[src/rtl/ctrl_pkg.sv]
// Shared decode-stage definitions: opcode and funct7 constants, control field
// widths and the packed control bundle written into the stage FIFO.
package ctrl_pkg;

    localparam int unsigned OP_W        = 7;
    localparam int unsigned IMMSRC_W    = 3;
    localparam int unsigned ALUOP_W     = 2;
    localparam int unsigned RESULTSRC_W = 2;
    localparam int unsigned CTRL_W      = 12;

    localparam logic [OP_W-1:0] OP_RTYPE  = 7'b0110011;
    localparam logic [OP_W-1:0] OP_ITYPE  = 7'b0010011;
    localparam logic [OP_W-1:0] OP_BRANCH = 7'b1100011;
    localparam logic [OP_W-1:0] OP_LOAD   = 7'b0000011;
    localparam logic [OP_W-1:0] OP_STORE  = 7'b0100011;
    localparam logic [OP_W-1:0] OP_LUI    = 7'b0110111;
    localparam logic [OP_W-1:0] OP_AUIPC  = 7'b0010111;
    localparam logic [OP_W-1:0] OP_JALR   = 7'b1100111;
    localparam logic [OP_W-1:0] OP_JAL    = 7'b1101111;

    localparam logic [OP_W-1:0] F7_BASE   = 7'b0000000;
    localparam logic [OP_W-1:0] F7_ALT    = 7'b0100000;
    localparam logic [OP_W-1:0] F7_MULDIV = 7'b0000001;

    // Field order (MSB first) matches the decode table so rows can be cast
    // straight from a 12-bit literal.
    typedef struct packed {
        logic                   regwrite;
        logic [IMMSRC_W-1:0]    immsrc;
        logic                   alusrc;
        logic                   memwrite;
        logic [RESULTSRC_W-1:0] resultsrc;
        logic                   branch;
        logic [ALUOP_W-1:0]     aluop;
        logic                   jump;
    } ctrl_bundle_t;

endpackage

[src/rtl/ctrl_decode_comb.sv]
// Pure combinational opcode/funct7 decoder producing the control bundle.
// Ports: op_i, funct7_i -> ctrl_o (bundle), mext_o, illegal_o.
// Macro RV32M_EN: when defined, R-type with funct7=0000001 decodes as a
// multiply/divide op (mext_o=1); otherwise that encoding is illegal and
// mext_o is constant 0.
module ctrl_decode_comb
    import ctrl_pkg::*;
(
    input  logic [OP_W-1:0] op_i,
    input  logic [OP_W-1:0] funct7_i,
    output ctrl_bundle_t    ctrl_o,
    output logic            mext_o,
    output logic            illegal_o
);

    // Unknown encodings fall through to an all-zero bundle with illegal set.
    always_comb begin
        ctrl_o    = '0;
        mext_o    = 1'b0;
        illegal_o = 1'b0;
        case (op_i)
            OP_RTYPE: begin
                if (funct7_i == F7_BASE || funct7_i == F7_ALT) begin
                    ctrl_o = ctrl_bundle_t'(12'b1_000_0_0_00_0_10_0);
                end
`ifdef RV32M_EN
                else if (funct7_i == F7_MULDIV) begin
                    ctrl_o = ctrl_bundle_t'(12'b1_000_0_0_00_0_10_0);
                    mext_o = 1'b1;
                end
`endif
                else begin
                    illegal_o = 1'b1;
                end
            end
            OP_ITYPE:  ctrl_o = ctrl_bundle_t'(12'b1_000_1_0_00_0_10_0);
            OP_BRANCH: ctrl_o = ctrl_bundle_t'(12'b0_010_0_0_00_1_01_0);
            OP_LOAD:   ctrl_o = ctrl_bundle_t'(12'b1_000_1_0_01_0_00_0);
            OP_STORE:  ctrl_o = ctrl_bundle_t'(12'b0_001_1_1_00_0_00_0);
            OP_LUI:    ctrl_o = ctrl_bundle_t'(12'b1_100_1_0_11_0_00_0);
            OP_AUIPC:  ctrl_o = ctrl_bundle_t'(12'b1_100_0_0_11_0_00_0);
            OP_JALR:   ctrl_o = ctrl_bundle_t'(12'b1_000_1_0_10_0_11_1);
            OP_JAL:    ctrl_o = ctrl_bundle_t'(12'b1_011_1_0_10_0_00_1);
            default:   illegal_o = 1'b1;
        endcase
    end

endmodule

[src/rtl/ctrl_decode_stage.sv]
// Decode stage: decodes op/funct7 into a control bundle and buffers it with
// its sideband tag in a DEPTH-entry FIFO (1-cycle latency, valid/ready).
// Ports: clk, rst_n (async, active-low); in_valid/in_ready, op, funct7, tag
// (input side); flush (drop all entries, wins over push/pop); out_valid/
// out_ready (output side); regwrite, immsrc, alusrc, memwrite, resultsrc,
// branch, aluop, jump, mext, illegal, tag_out (head entry, zero when empty);
// count (occupancy).
// Macro RV32M_EN: enables multiply/divide decode (see ctrl_decode_comb).
module ctrl_decode_stage
    import ctrl_pkg::*;
#(
    parameter int unsigned DEPTH = 2,
    parameter int unsigned TAG_W = 5
) (
    input  logic                   clk,
    input  logic                   rst_n,
    input  logic                   in_valid,
    output logic                   in_ready,
    input  logic [OP_W-1:0]        op,
    input  logic [OP_W-1:0]        funct7,
    input  logic [TAG_W-1:0]       tag,
    input  logic                   flush,
    output logic                   out_valid,
    input  logic                   out_ready,
    output logic                   regwrite,
    output logic                   alusrc,
    output logic                   memwrite,
    output logic                   branch,
    output logic                   jump,
    output logic [IMMSRC_W-1:0]    immsrc,
    output logic [ALUOP_W-1:0]     aluop,
    output logic [RESULTSRC_W-1:0] resultsrc,
    output logic                   mext,
    output logic                   illegal,
    output logic [TAG_W-1:0]       tag_out,
    output logic [2:0]             count
);

    localparam int unsigned PTR_W = (DEPTH > 1) ? $clog2(DEPTH) : 1;
    localparam int unsigned CNT_W = 3;

    ctrl_bundle_t     dec_ctrl;
    logic             dec_mext;
    logic             dec_illegal;

    ctrl_bundle_t     ctrl_q    [DEPTH];
    logic             mext_q    [DEPTH];
    logic             illegal_q [DEPTH];
    logic [TAG_W-1:0] tag_q     [DEPTH];

    logic [CNT_W-1:0] count_q, count_d;
    logic [PTR_W-1:0] wr_ptr_q, wr_ptr_d;
    logic [PTR_W-1:0] rd_ptr_q, rd_ptr_d;

    logic             push;
    logic             pop;
    ctrl_bundle_t     head_ctrl_c;

    function automatic logic [PTR_W-1:0] ptr_inc(input logic [PTR_W-1:0] p);
        return (p == PTR_W'(DEPTH - 1)) ? '0 : p + PTR_W'(1);
    endfunction

    ctrl_decode_comb u_dec (
        .op_i      (op),
        .funct7_i  (funct7),
        .ctrl_o    (dec_ctrl),
        .mext_o    (dec_mext),
        .illegal_o (dec_illegal)
    );

    // Handshake: a full buffer still accepts when its head leaves this cycle.
    assign out_valid = (count_q != '0);
    assign pop       = out_valid && out_ready && !flush;
    assign in_ready  = rst_n && !flush && ((count_q < CNT_W'(DEPTH)) || pop);
    assign push      = in_valid && in_ready;

    // Occupancy and pointer next-state.
    always_comb begin
        count_d  = count_q;
        wr_ptr_d = wr_ptr_q;
        rd_ptr_d = rd_ptr_q;
        if (flush) begin
            count_d  = '0;
            wr_ptr_d = '0;
            rd_ptr_d = '0;
        end else begin
            if (push) wr_ptr_d = ptr_inc(wr_ptr_q);
            if (pop)  rd_ptr_d = ptr_inc(rd_ptr_q);
            if (push && !pop) begin
                count_d = count_q + CNT_W'(1);
            end else if (pop && !push) begin
                count_d = count_q - CNT_W'(1);
            end
        end
    end

    // State and entry storage.
    always_ff @(posedge clk or negedge rst_n) begin
        if (!rst_n) begin
            count_q  <= '0;
            wr_ptr_q <= '0;
            rd_ptr_q <= '0;
            for (int i = 0; i < DEPTH; i++) begin
                ctrl_q[i]    <= '0;
                mext_q[i]    <= 1'b0;
                illegal_q[i] <= 1'b0;
                tag_q[i]     <= '0;
            end
        end else begin
            count_q  <= count_d;
            wr_ptr_q <= wr_ptr_d;
            rd_ptr_q <= rd_ptr_d;
            if (push) begin
                ctrl_q[wr_ptr_q]    <= dec_ctrl;
                mext_q[wr_ptr_q]    <= dec_mext;
                illegal_q[wr_ptr_q] <= dec_illegal;
                tag_q[wr_ptr_q]     <= tag;
            end
        end
    end

    // Head entry, zeroed while the buffer is empty.
    assign head_ctrl_c = out_valid ? ctrl_q[rd_ptr_q] : '0;

    assign regwrite  = head_ctrl_c.regwrite;
    assign immsrc    = head_ctrl_c.immsrc;
    assign alusrc    = head_ctrl_c.alusrc;
    assign memwrite  = head_ctrl_c.memwrite;
    assign resultsrc = head_ctrl_c.resultsrc;
    assign branch    = head_ctrl_c.branch;
    assign aluop     = head_ctrl_c.aluop;
    assign jump      = head_ctrl_c.jump;
    assign mext      = out_valid && mext_q[rd_ptr_q];
    assign illegal   = out_valid && illegal_q[rd_ptr_q];
    assign tag_out   = out_valid ? tag_q[rd_ptr_q] : '0;
    assign count     = count_q;

endmodule

[config.mk]
export PLATFORM = sky130hd
export DESIGN_NAME = ctrl_decode_stage
export DESIGN_NICKNAME = d
export VERILOG_FILES = /design/src/rtl/ctrl_pkg.sv /design/src/rtl/ctrl_decode_comb.sv /design/src/rtl/ctrl_decode_stage.sv
export SDC_FILE = /design/constraint.sdc
export NUM_CORES = 1
export LEC_CHECK = 0
export BUFFER_PORTS_ARGS = -buffer_cell sky130_fd_sc_hd__clkbuf_2
export CAP_MARGIN = 30
export CORE_UTILIZATION = 35
export CTS_CLUSTER_SIZE = 30
export DETAILED_ROUTE_END_ITERATION = 16
export HOLD_SLACK_MARGIN = 0.08
export PLACE_DENSITY = 0.6
export SETUP_SLACK_MARGIN = 0.1
export SYNTH_ARGS = -nofsm -noshare
export SYNTH_HDL_FRONTEND = slang
export SYNTH_SLANG_ARGS = --single-unit
[constraint.sdc]
create_clock -name clk -period 1.63 [get_ports clk]
set_input_delay 0.2445 -clock clk [delete_from_list [all_inputs] [get_ports clk]]
set_output_delay 0.2445 -clock clk [all_outputs]
set_load 0.1 [all_outputs]
==> run metrics <==
required time of the critical path 1.39 ns; max-cap check violation count 0; final hold slack 0.0784 ns; ordered list of cells on the worst path o21ba_4 -> buf_6 -> nor3b_4 -> buf_12; Worst Setup End Kind primary output; Slew HR 66.8%; Pwr per Cell Area 1820 nW/µm²; Num CTS Buffers 5; drt pass-1 iters 4; Synth Cell Area 2270 µm²; peak supply drop 0.00146 V; fill cell total of the finished layout 522; DRT Wirelength 5.74 mm; overall via count from detail_route 1926; synthesized area per cell 10.0 µm²; number of antenna-violating nets in the routed design 0; Fin Clk Skew ~0.010 ns; cell class contributing the biggest share of worst-path delay flip-flops; Post-Syn Nets 252; number of remaining DRC errors 0; Post-Route Setup TNS -4.09 ns; delay of the slowest critical-path stage between 0.5 and 0.6 ns; internal power contribution 3.57 mW; unrepaired setup endpoints after global routing yes; Hold WC Path Type primary input to asynchronous set/reset pin; switching part of the total power 48.5%; vias in the first global route between 1500 and 2000; largest net degree at the start of global routing 39; share of synthesized area occupied by flip-flops and latches 47.3%; area growth from synthesis to final layout 67.6%; net count reported at finish 338; Crit path buffers/inverters 2; Leak 1.64 nW; via/cell ratio 4.93; total number of clock tree sinks 43; Final setup viols 32; maximum fanout along the worst path 4; final period demand of the worst path 1.85 ns; violations in the final reports negative setup slack; filler-free cell count of the finished design about 400; count of inserted antenna diode cells 0; Syn. warnings 0; cell taking the most area after synthesis sky130_fd_sc_hd__dfrtp_1; number of input and output port buffers inserted 46; global-route wire length before repair 8.76 mm; largest cells by area after synthesis sky130_fd_sc_hd__dfrtp_1 (47%), sky130_fd_sc_hd__mux2i_1 (8.4%), sky130_fd_sc_hd__nand2_1 (6.8%); crit path launch type flip-flop; Layout Utilization 60.4%; Seq pwr share 21.1%; Clock power frac 9.8%; initial core utilization 36.0%; critical path start-end classification flip-flop to primary output; result of the run finished with violations; fraction of synthesis flops using an asynchronous set or reset pin 100%; total track usage 17.3%; Boundary Pins 48; sequential cell area 1090 µm²; buffer levels on the longest clock path 2; Die Span X between 80 and 90 µm; number of levels the H-tree was split into 2; actual slew at the worst max-slew pin 0.493 ns; post-placement cell count roughly 370; TritonCTS clock tree built; number of rows created at floorplan 29; number of enable flip-flop cells after synthesis 0; worst-skew pair later-pin latency 0.29 ns; number of distinct library cell variants in the gate-level netlist after synthesis 49; share of Yosys cell area claimed by the top area cell type 47.3%; number of antenna violations at the first check in global routing 0; arrival time of data at the critical path endpoint ~1.6 ns; area of the die ~6800 µm²; CTS Root Buffer Type sky130_fd_sc_hd__clkbuf_8; total power consumption of the routed design 6.93 mW; Psw 3.36 mW; fraction of layout cells with a size suffix above 1 a little under three fifths; slowest CP cell sky130_fd_sc_hd__dfrtp_4; routability-driven placement congestion ratio approximately 0.81; Final Max Tran Viols 0; minimum setup slack in the final design -0.217 ns; half-perimeter wire length after detailed placement 3.87 mm; die height 82.6 µm; prevailing post-synth register cell sky130_fd_sc_hd__dfrtp_1; final clock period utilization by the worst path 113%; relative contribution of combinational cells to total power 69.1%; clock transition at the register clock pins on the worst setup and hold paths after CTS 0.08 ns; wire length per cell roughly 15 µm; synthesized instance count 227; Final Hold Fails 0; area inside the core boundary 6310 µm²; area occupied by multi-input gates 1440 µm²; DRC marker count from the first detailed-route iteration 54; overall overflow remaining after global route 0; maximum clock frequency 541 MHz; Yosys reg bits 43
placed cells by master, fill, tap and decap left out, types with 4 or more instances in the layout:
cell                       instances
sky130_fd_sc_hd__nor2_4           19
sky130_fd_sc_hd__buf_6            13
sky130_fd_sc_hd__dfrtp_1          40
sky130_fd_sc_hd__buf_12           27
sky130_fd_sc_hd__clkbuf_2         22
sky130_fd_sc_hd__inv_1             5
sky130_fd_sc_hd__mux2_1            5
sky130_fd_sc_hd__buf_4            26
sky130_fd_sc_hd__mux2_2            4
sky130_fd_sc_hd__nand2_2          17
sky130_fd_sc_hd__mux2i_1          19
sky130_fd_sc_hd__o31ai_1           4
sky130_fd_sc_hd__nor2_1            7
sky130_fd_sc_hd__nand2_1          22
sky130_fd_sc_hd__clkbuf_8          6
cells in the mapped netlist, types with 4 or more instances:
cell	count
sky130_fd_sc_hd__buf_6	4
sky130_fd_sc_hd__nor2_1	27
sky130_fd_sc_hd__nand2_1	41
sky130_fd_sc_hd__buf_2	6
sky130_fd_sc_hd__o31ai_1	5
sky130_fd_sc_hd__o21ai_1	6
sky130_fd_sc_hd__inv_1	5
sky130_fd_sc_hd__a21oi_1	6
sky130_fd_sc_hd__mux2i_1	19
sky130_fd_sc_hd__mux2_2	6
sky130_fd_sc_hd__mux2_1	6
sky130_fd_sc_hd__dfrtp_1	43
power groups by stage:
| stage | clock, mW | combinational [mW] | sequential (mW) |
|---|---|---|---|
| 4_1_cts | 0.701 | 4.42 | 1.44 |
| 5_1_grt | 0.745 | 5.01 | 1.50 |
| 3_5_place_dp | 0 | 4.05 | 1.46 |
| 2_1_floorplan | 0 | 2.56 | 1.69 |
| 3_3_place_gp | 0 | 4.02 | 1.45 |
| 6_report | 0.680 | 4.79 | 1.46 |
state kept, by name, indices dropped and copies added, names as in the netlist:
register,cells
ctrl_q,24
tag_q,10
count,3
illegal_q,2
mext_q,2
rd_ptr_q,1
wr_ptr_q,1
area by class of cell:
| class | instances | share of cell area (%) |
|---|---|---|
| multi-input cells | 164 | 37.6 |
| flip-flops and latches | 43 | 28.5 |
| clock buffers | 7 | 2.26 |
| inverters | 6 | 0.722 |
| well taps | 77 | 2.53 |
| clock inverters | 1 | 0.131 |
| repair buffers | 93 | 28.2 |
metrics by stage:
stage | setup WS (ns) | cell area, µm²
CTS | -0.233 | 3480
global placement | -0.112 | 3290
detailed placement | -0.158 | 3290
finish | -0.217 | 3810
floorplan | -0.356 | 2490
global route | -0.303 | 3810
logic make-up (layout without fill, tap and decap cells):
family	count (synthesis)	in the layout	synth area share, %
AO/OA/AOI/OAI	38	38	11.9
XOR/XNOR	3	3	1.16
adder cells (fa/ha/maj)	1	1	0.880
buffers and inverters	20	107	4.95
flip-flops	43	43	47.3
multiplexers	31	31	14.3
AND/OR/NAND/NOR	91	91	19.5
worst register-to-register path, cell delays in order, from the launching register on:
cell and delay, ns:
sky130_fd_sc_hd__dfrtp_4 0.52, sky130_fd_sc_hd__nor3_4 0.21, sky130_fd_sc_hd__buf_6 0.14, sky130_fd_sc_hd__inv_6 0.03, sky130_fd_sc_hd__a21oi_2 0.12, sky130_fd_sc_hd__fa_1 0.20, sky130_fd_sc_hd__o21ai_0 0.08, sky130_fd_sc_hd__or3_1 0.31
sky130_fd_sc_hd__a31oi_1 0.16
what timing repair did:
action	in CTS	in global routing
resized for setup	16	45
endpoints found under the hold margin	5	0
pin swaps	12	20
endpoints found under the setup margin	49	63
setup buffers	4	10
hold buffers	1	0
gates cloned	0	3
metal layers:
metal / GRT usage (%) / up-vias / share of wire, %
li1: - / 962 / -
met1: 22.9 / 926 / 45
met2: 28.7 / 32 / 51
met3: 4.29 / 6 / 2.7
met4: 3.45 / 0 / 1.3
met5: 0 / - / 0
final timing paths:
kind                       cells past startpoint  slack (ns)                   from                    end
setup / recovery                               4       -0.22   count[1]$_DFFE_PN0P_               in_ready
hold / removal                                 2        0.08                  rst_n   tag_q[3]$_DFFE_PN0P_
setup reg to reg                               8       -0.20   count[2]$_DFFE_PN0P_   count[2]$_DFFE_PN0P_
hold reg to reg                                2        0.48  ctrl_q[1]$_DFFE_PN0P_  ctrl_q[1]$_DFFE_PN0P_
max in group asynchronous                      4        0.81                  rst_n   count[1]$_DFFE_PN0P_
min in group clk                               3        0.17                 tag[3]   tag_q[8]$_DFFE_PN0P_
(Power assumes the default switching activity.)
